### src/rtl/mem_bus_arbiter.sv
// Shares one memory port between instruction fetch and data load/store.
// Round-robin on ties, registered handshakes, watchdog turns a hung access into bus_err.
module mem_bus_arbiter #(
    parameter int BIT_WIDTH = 32,
    parameter int TIMEOUT   = 255
) (
    input  logic                 clk,
    input  logic                 rst,
    input  logic                 i_req,
    input  logic [BIT_WIDTH-1:0] i_addr,
    output logic [BIT_WIDTH-1:0] i_rdata,
    output logic                 i_ack_n,
    input  logic                 d_req,
    input  logic                 d_write,
    input  logic [1:0]           d_size,
    input  logic [BIT_WIDTH-1:0] d_addr,
    input  logic [BIT_WIDTH-1:0] d_wdata,
    output logic [BIT_WIDTH-1:0] d_rdata,
    output logic                 d_ack_n,
    output logic                 m_req,
    output logic                 m_write,
    output logic [1:0]           m_size,
    output logic [BIT_WIDTH-1:0] m_addr,
    output logic [BIT_WIDTH-1:0] m_wdata,
    input  logic [BIT_WIDTH-1:0] m_rdata,
    input  logic                 m_ack_n,
    output logic                 bus_err,
    output logic [1:0]           o_dbg_state
);

    // Handshake: a requester raises req and holds it (with stable address/data)
    // until it sees its ack_n low for one cycle; memory likewise sees m_req held
    // until it answers with m_ack_n low, which is honoured only while busy.

    localparam int CW = (TIMEOUT < 1) ? 1 : $clog2(TIMEOUT + 1);
    localparam logic [CW-1:0] CNT_LAST = CW'(TIMEOUT - 1);
    localparam logic [CW-1:0] CNT_MAX  = CW'(TIMEOUT);

    typedef enum logic [1:0] {
        ST_IDLE  = 2'd0,
        ST_IBUSY = 2'd1,
        ST_DBUSY = 2'd2,
        ST_RESP  = 2'd3
    } state_t;

    state_t                 r_state;
    state_t                 w_next_state;
    logic                   r_last_d;
    logic [CW-1:0]          r_cnt;
    logic                   r_m_req;
    logic                   r_m_write;
    logic [1:0]             r_m_size;
    logic [BIT_WIDTH-1:0]   r_m_addr;
    logic [BIT_WIDTH-1:0]   r_m_wdata;
    logic [BIT_WIDTH-1:0]   r_i_rdata;
    logic [BIT_WIDTH-1:0]   r_d_rdata;
    logic                   r_i_ack_n;
    logic                   r_d_ack_n;
    logic                   r_bus_err;

    logic                   w_grant_i;
    logic                   w_grant_d;
    logic                   w_mem_ack;
    logic                   w_timeout;
    logic                   w_done;
    logic [BIT_WIDTH-1:0]   w_resp_data;

    always_ff @(posedge clk) begin
        if (rst) begin
            r_state <= ST_IDLE;
        end else begin
            r_state <= w_next_state;
        end
    end

    always_comb begin
        w_next_state = r_state;
        w_grant_i    = 1'b0;
        w_grant_d    = 1'b0;
        w_mem_ack    = 1'b0;
        w_timeout    = 1'b0;
        case (r_state)
            ST_IDLE: begin
                // On a tie the requester that did not win last time goes first.
                if (i_req && d_req) begin
                    w_grant_d = !r_last_d;
                    w_grant_i = r_last_d;
                end else begin
                    w_grant_d = d_req;
                    w_grant_i = i_req;
                end
                if (w_grant_d) begin
                    w_next_state = ST_DBUSY;
                end else if (w_grant_i) begin
                    w_next_state = ST_IBUSY;
                end
            end
            ST_IBUSY, ST_DBUSY: begin
                w_mem_ack = !m_ack_n;
                w_timeout = m_ack_n && (r_cnt >= CNT_LAST);
                if (w_mem_ack || w_timeout) begin
                    w_next_state = ST_RESP;
                end
            end
            ST_RESP: begin
                w_next_state = ST_IDLE;
            end
            default: begin
                w_next_state = ST_IDLE;
            end
        endcase
    end

    assign w_done      = w_mem_ack || w_timeout;
    assign w_resp_data = w_timeout ? {BIT_WIDTH{1'b1}} : m_rdata;

    always_ff @(posedge clk) begin
        if (rst) begin
            r_last_d  <= 1'b0;
            r_cnt     <= '0;
            r_m_req   <= 1'b0;
            r_m_write <= 1'b0;
            r_m_size  <= 2'b00;
            r_m_addr  <= '0;
            r_m_wdata <= '0;
            r_i_rdata <= '0;
            r_d_rdata <= '0;
            r_i_ack_n <= 1'b1;
            r_d_ack_n <= 1'b1;
            r_bus_err <= 1'b0;
        end else begin
            r_i_ack_n <= 1'b1;
            r_d_ack_n <= 1'b1;
            r_bus_err <= 1'b0;

            if (w_grant_i) begin
                r_m_req   <= 1'b1;
                r_m_addr  <= i_addr;
                r_m_write <= 1'b0;
                r_m_size  <= 2'b00;
                r_last_d  <= 1'b0;
                r_cnt     <= '0;
            end else if (w_grant_d) begin
                r_m_req   <= 1'b1;
                r_m_addr  <= d_addr;
                r_m_write <= d_write;
                r_m_size  <= d_size;
                r_m_wdata <= d_wdata;
                r_last_d  <= 1'b1;
                r_cnt     <= '0;
            end

            if (w_done) begin
                r_m_req   <= 1'b0;
                r_bus_err <= w_timeout;
                if (r_state == ST_IBUSY) begin
                    r_i_ack_n <= 1'b0;
                    r_i_rdata <= w_resp_data;
                end else begin
                    r_d_ack_n <= 1'b0;
                    // A store returns nothing, so the last load value is kept.
                    if (!r_m_write) begin
                        r_d_rdata <= w_resp_data;
                    end
                end
            end else if ((r_state == ST_IBUSY) || (r_state == ST_DBUSY)) begin
                if (r_cnt != CNT_MAX) begin
                    r_cnt <= r_cnt + CW'(1);
                end
            end
        end
    end

    assign i_rdata     = r_i_rdata;
    assign i_ack_n     = r_i_ack_n;
    assign d_rdata     = r_d_rdata;
    assign d_ack_n     = r_d_ack_n;
    assign m_req       = r_m_req;
    assign m_write     = r_m_write;
    assign m_size      = r_m_size;
    assign m_addr      = r_m_addr;
    assign m_wdata     = r_m_wdata;
    assign bus_err     = r_bus_err;
    assign o_dbg_state = r_state;

endmodule

### config.mk
export PLATFORM = sky130hd
export DESIGN_NAME = mem_bus_arbiter
export DESIGN_NICKNAME = d
export VERILOG_FILES = /design/src/rtl/mem_bus_arbiter.sv
export SDC_FILE = /design/constraint.sdc
export NUM_CORES = 1
export LEC_CHECK = 0
export CAP_MARGIN = 20
export CORE_MARGIN = 3
export CORE_UTILIZATION = 42
export CTS_BUF_LIST = sky130_fd_sc_hd__clkbuf_8
export DETAILED_ROUTE_END_ITERATION = 7
export PLACE_DENSITY = 0.94
export SLEW_MARGIN = 15
export SYNTH_ARGS = -nofsm -noshare
export SYNTH_HDL_FRONTEND = slang
export SYNTH_SLANG_ARGS = --single-unit
### constraint.sdc
create_clock -name clk -period 2.18 [get_ports clk]
set_clock_uncertainty 0.15 [all_clocks]
set_input_delay 0.545 -clock clk [delete_from_list [all_inputs] [get_ports clk]]
set_output_delay 0.545 -clock clk [all_outputs]
set_load 0.03 [all_outputs]
==> metrics, run 1 <==
fraction of synthesized cell area taken by the top area cell type=52.1%; number of antenna violations at the first check in global routing=0; Yosys warnings=0; required time at the worst-slack endpoint=1480 ps; TritonCTS clock tree=done; leak pwr=0.00393 uW; standard-cell rows=41; proportion of layout cells with a drive suffix above 1=7.95%; deepest clock path buffer count=2; number of distinct standard cells referenced by the synthesized netlist=39; most common library cell in the layout ignoring fill and taps=sky130_fd_sc_hd__dfxtp_1; hold-fix buffer count after cts=0; number of I/O port buffers=272; overall die width=122 um; worst skew pair latency=450 ps; vias in the first global route=5827; register area share after synthesis=52.1%; synthesized netlist net count=803; slowest stage delay, CP=660 ps; total congestion overflow=0; cell accounting for the most synthesized area=sky130_fd_sc_hd__dfxtp_1; starting utilization of the core area=43.7%; diode count=0; Mapped Cells=662; number of DRC markers in iteration 0=620; cell type group with the largest total delay on the critical path=buffers and inverters; final total negative setup slack=0 ps; clock tree root driver cell=sky130_fd_sc_hd__clkbuf_8; total power after layout=11500 uW; data arrival time of the worst path=1440 ps; final HPWL from detailed placement=13400 um; via count normalized by instance count=5.60; number of top-level pins=273; Synth area leaders=sky130_fd_sc_hd__dfxtp_1 52%, sky130_fd_sc_hd__a31oi_1 7.4%, sky130_fd_sc_hd__nor2_1 6.6%; Synth Cell Area=5610 um2; maximum resistive drop on vdd=0.758 mV; CP Cell Sequence=clkdlybuf4s50_1; setup slack after layout=43.2 ps; H-tree levels=4; result of the run=completed; DRC violations left=0; maximum net fanout on the critical path=2; Final Max Slew Viols=0; number of sinks handled by clock tree synthesis=146; Max Clk Rate=0.468 GHz; crit path time final=2140 ps; area of the core region=12800 um2; max-cap viol count=0; Detail Route Antenna Nets=0; max-slew headroom at the worst pin=56.6%; Synth-to-Final Area Change=59.8%; wire length of the first global-routing pass=29300 um; kind of end point of the critical path=output port; min-delay worst type=reg2reg; Synth Register Bits=146; via count=6179; number of clock buffers inserted by TritonCTS=17; worst-path cell with the longest stage delay=sky130_fd_sc_hd__clkdlybuf4s50_1; overall die height=122 um; Final Net Count=1059; total wire length after detailed routing=19200 um; transition time at the pin with the least slew margin=651 ps; average wire per cell in the routed design=17.4 um; kind of start point of the critical path=flop; placer's final routability congestion estimate=0.804; total track usage=25.0%; part of the cycle the worst path needs=98.0%; clock transition at the registers of the reported paths=80 ps; pre-CTS setup slack=-102 ps; mean area per synthesized cell=8.47 um2; buffers and inverters on the worst path=1; crit path kind=reg2out; commonest cells after routing, fill and taps aside=146 x sky130_fd_sc_hd__dfxtp_1, 135 x sky130_fd_sc_hd__clkdlybuf4s50_1, 127 x sky130_fd_sc_hd__dlygate4sd2_1; number of failing hold endpoints at the final stage=0; die outline area=14800 um2; final core utilization=69.9%; power density over the cells=1280 nW/um2; maximum number of pins on one net before global-route repair=70; Final Setup Violations=0; total iterations of the first detailed-routing run=6
## metal layers
layer,wire length [um],part of all wire (%),track usage (%),up-vias
li1,-,-,-,2911
met1,6930,36,28.0,2869
met2,9630,50,42.8,354
met3,1910,9.9,7.71,45
met4,769,4.0,13.0,0
met5,0,0,0,-
## cell families after synthesis
logic type	synth area share (%)
DFF	52.1
xor gates and xnor gates	0.156
buffers and inverters	5.49
AOI/OAI and AO/OA	20.1
adders and majority gates	1.12
and+or+nand+nor	21.0
## synthesized netlist by cell type
library cell                number
sky130_fd_sc_hd__clkbuf_2        1
sky130_fd_sc_hd__nor3b_1         1
sky130_fd_sc_hd__o31a_1          2
sky130_fd_sc_hd__xnor2_1         1
sky130_fd_sc_hd__nor4_1          1
sky130_fd_sc_hd__o211a_1         1
sky130_fd_sc_hd__dfxtp_1       146
sky130_fd_sc_hd__o31ai_2         1
sky130_fd_sc_hd__nor2_1         98
sky130_fd_sc_hd__buf_2          11
sky130_fd_sc_hd__a221oi_1        1
sky130_fd_sc_hd__nand3_2         1
sky130_fd_sc_hd__a2111oi_0       1
sky130_fd_sc_hd__ha_1            5
sky130_fd_sc_hd__clkbuf_1       48
sky130_fd_sc_hd__nor3_1         66
sky130_fd_sc_hd__o21ai_2         1
sky130_fd_sc_hd__a311oi_1        1
sky130_fd_sc_hd__nand3_1        14
sky130_fd_sc_hd__a222oi_1       32
sky130_fd_sc_hd__and2_1          1
sky130_fd_sc_hd__and3_1          2
sky130_fd_sc_hd__o2111ai_1       1
sky130_fd_sc_hd__o21ai_1         1
sky130_fd_sc_hd__a31oi_1        66
sky130_fd_sc_hd__o21a_1          2
sky130_fd_sc_hd__a21oi_1        46
sky130_fd_sc_hd__o21ai_0         6
sky130_fd_sc_hd__or3_1           4
sky130_fd_sc_hd__o211ai_1        1
sky130_fd_sc_hd__or2_2           2
sky130_fd_sc_hd__o2111ai_2       1
sky130_fd_sc_hd__a2111oi_1       1
sky130_fd_sc_hd__buf_6           4
sky130_fd_sc_hd__nand4b_1        1
sky130_fd_sc_hd__nand2_1        82
sky130_fd_sc_hd__nor2b_1         1
sky130_fd_sc_hd__inv_1           6
sky130_fd_sc_hd__nand2b_1        1
## report_power, final
part	internal, uW	total, uW	leakage, uW	switching [uW]
clock	1290	2370	0.000217	1080
combinational	1990	5550	0.00253	3560
sequential	3280	3590	0.00119	306
total	6560	11500	0.00393	4940
## what timing repair did
action	in CTS	in global routing
setup buffers	0	2
pin swaps	0	1
gates resized for setup	127	10
setup endpoints to repair	127	64
## layout make-up
type / instances / area [um2]
Fill cell: 960 / 3860
Tap cell: 172 / 215
Sequential cell: 146 / 2920
Clock inverter: 14 / 200
Inverter: 6 / 22.5
Timing Repair Buffer: 301 / 2950
Multi-Input combinational cell: 446 / 2400
Clock buffer: 18 / 248
## worst reg2reg max path: cells and delay by family (launching register included)
kind | cells | cell delay (ps)
buf+inv | 2 | 300
flops | 1 | 340
compound gates | 3 | 690
simple gates | 1 | 230
fa+ha+maj | 1 | 230
## final timing paths
kind	start	to	slack, ps	cells after the start
hold / removal	m_wdata[2]	m_wdata[2]	300	2
hold reg to reg	m_wdata[2]	m_wdata[2]	300	2
setup reg to reg	r_cnt[0]	i_rdata[24]	150	7
setup / recovery	i_rdata[15]	i_rdata[15]	40	1
## registers in the layout, summed over array words and instances, names as in the netlist
| register | count |
|---|---|
| r_cnt | 8 |
| m_size | 2 |
| m_addr | 32 |
| d_rdata | 32 |
| o_dbg_state | 2 |
| m_wdata | 32 |
| i_rdata | 32 |
| m_req | 1 |
| bus_err | 1 |
| m_write | 1 |
| d_ack_n | 1 |
| r_last_d | 1 |
| i_ack_n | 1 |
## through the flow
stage | hold slack, ps | area [um2] | instances
final | 304 | 8960 | 1103
after global routing | 329 | 8960 | 1103
after CTS | 306 | 8920 | 1101
after detailed placement | 296 | 8630 | 1069
after global placement | 291 | 8630 | 1069
after floorplan | 294 | 5610 | 662
No activity file was read; power rests on OpenSTA's default activity.
==> run 2: changes to the inputs <==
--- a/config.mk
+++ b/config.mk
@@ -10,8 +10,10 @@
 export CORE_UTILIZATION = 42
 export CTS_BUF_LIST = sky130_fd_sc_hd__clkbuf_8
 export DETAILED_ROUTE_END_ITERATION = 7
+export GPL_ROUTABILITY_DRIVEN = 0
 export PLACE_DENSITY = 0.94
 export SLEW_MARGIN = 15
 export SYNTH_ARGS = -nofsm -noshare
 export SYNTH_HDL_FRONTEND = slang
 export SYNTH_SLANG_ARGS = --single-unit
+export TNS_END_PERCENT = 1
==> results of run 2 <==
No change in the layout: final DEF, timing and power equal those of run 1.
==> run 3: changes to the inputs <==
--- a/config.mk
+++ b/config.mk
@@ -5,7 +5,6 @@
 export SDC_FILE = /design/constraint.sdc
 export NUM_CORES = 1
 export LEC_CHECK = 0
-export CAP_MARGIN = 20
 export CORE_MARGIN = 3
 export CORE_UTILIZATION = 42
 export CTS_BUF_LIST = sky130_fd_sc_hd__clkbuf_8
==> results of run 3 <==
No change in the layout: final DEF, timing and power equal those of run 1.
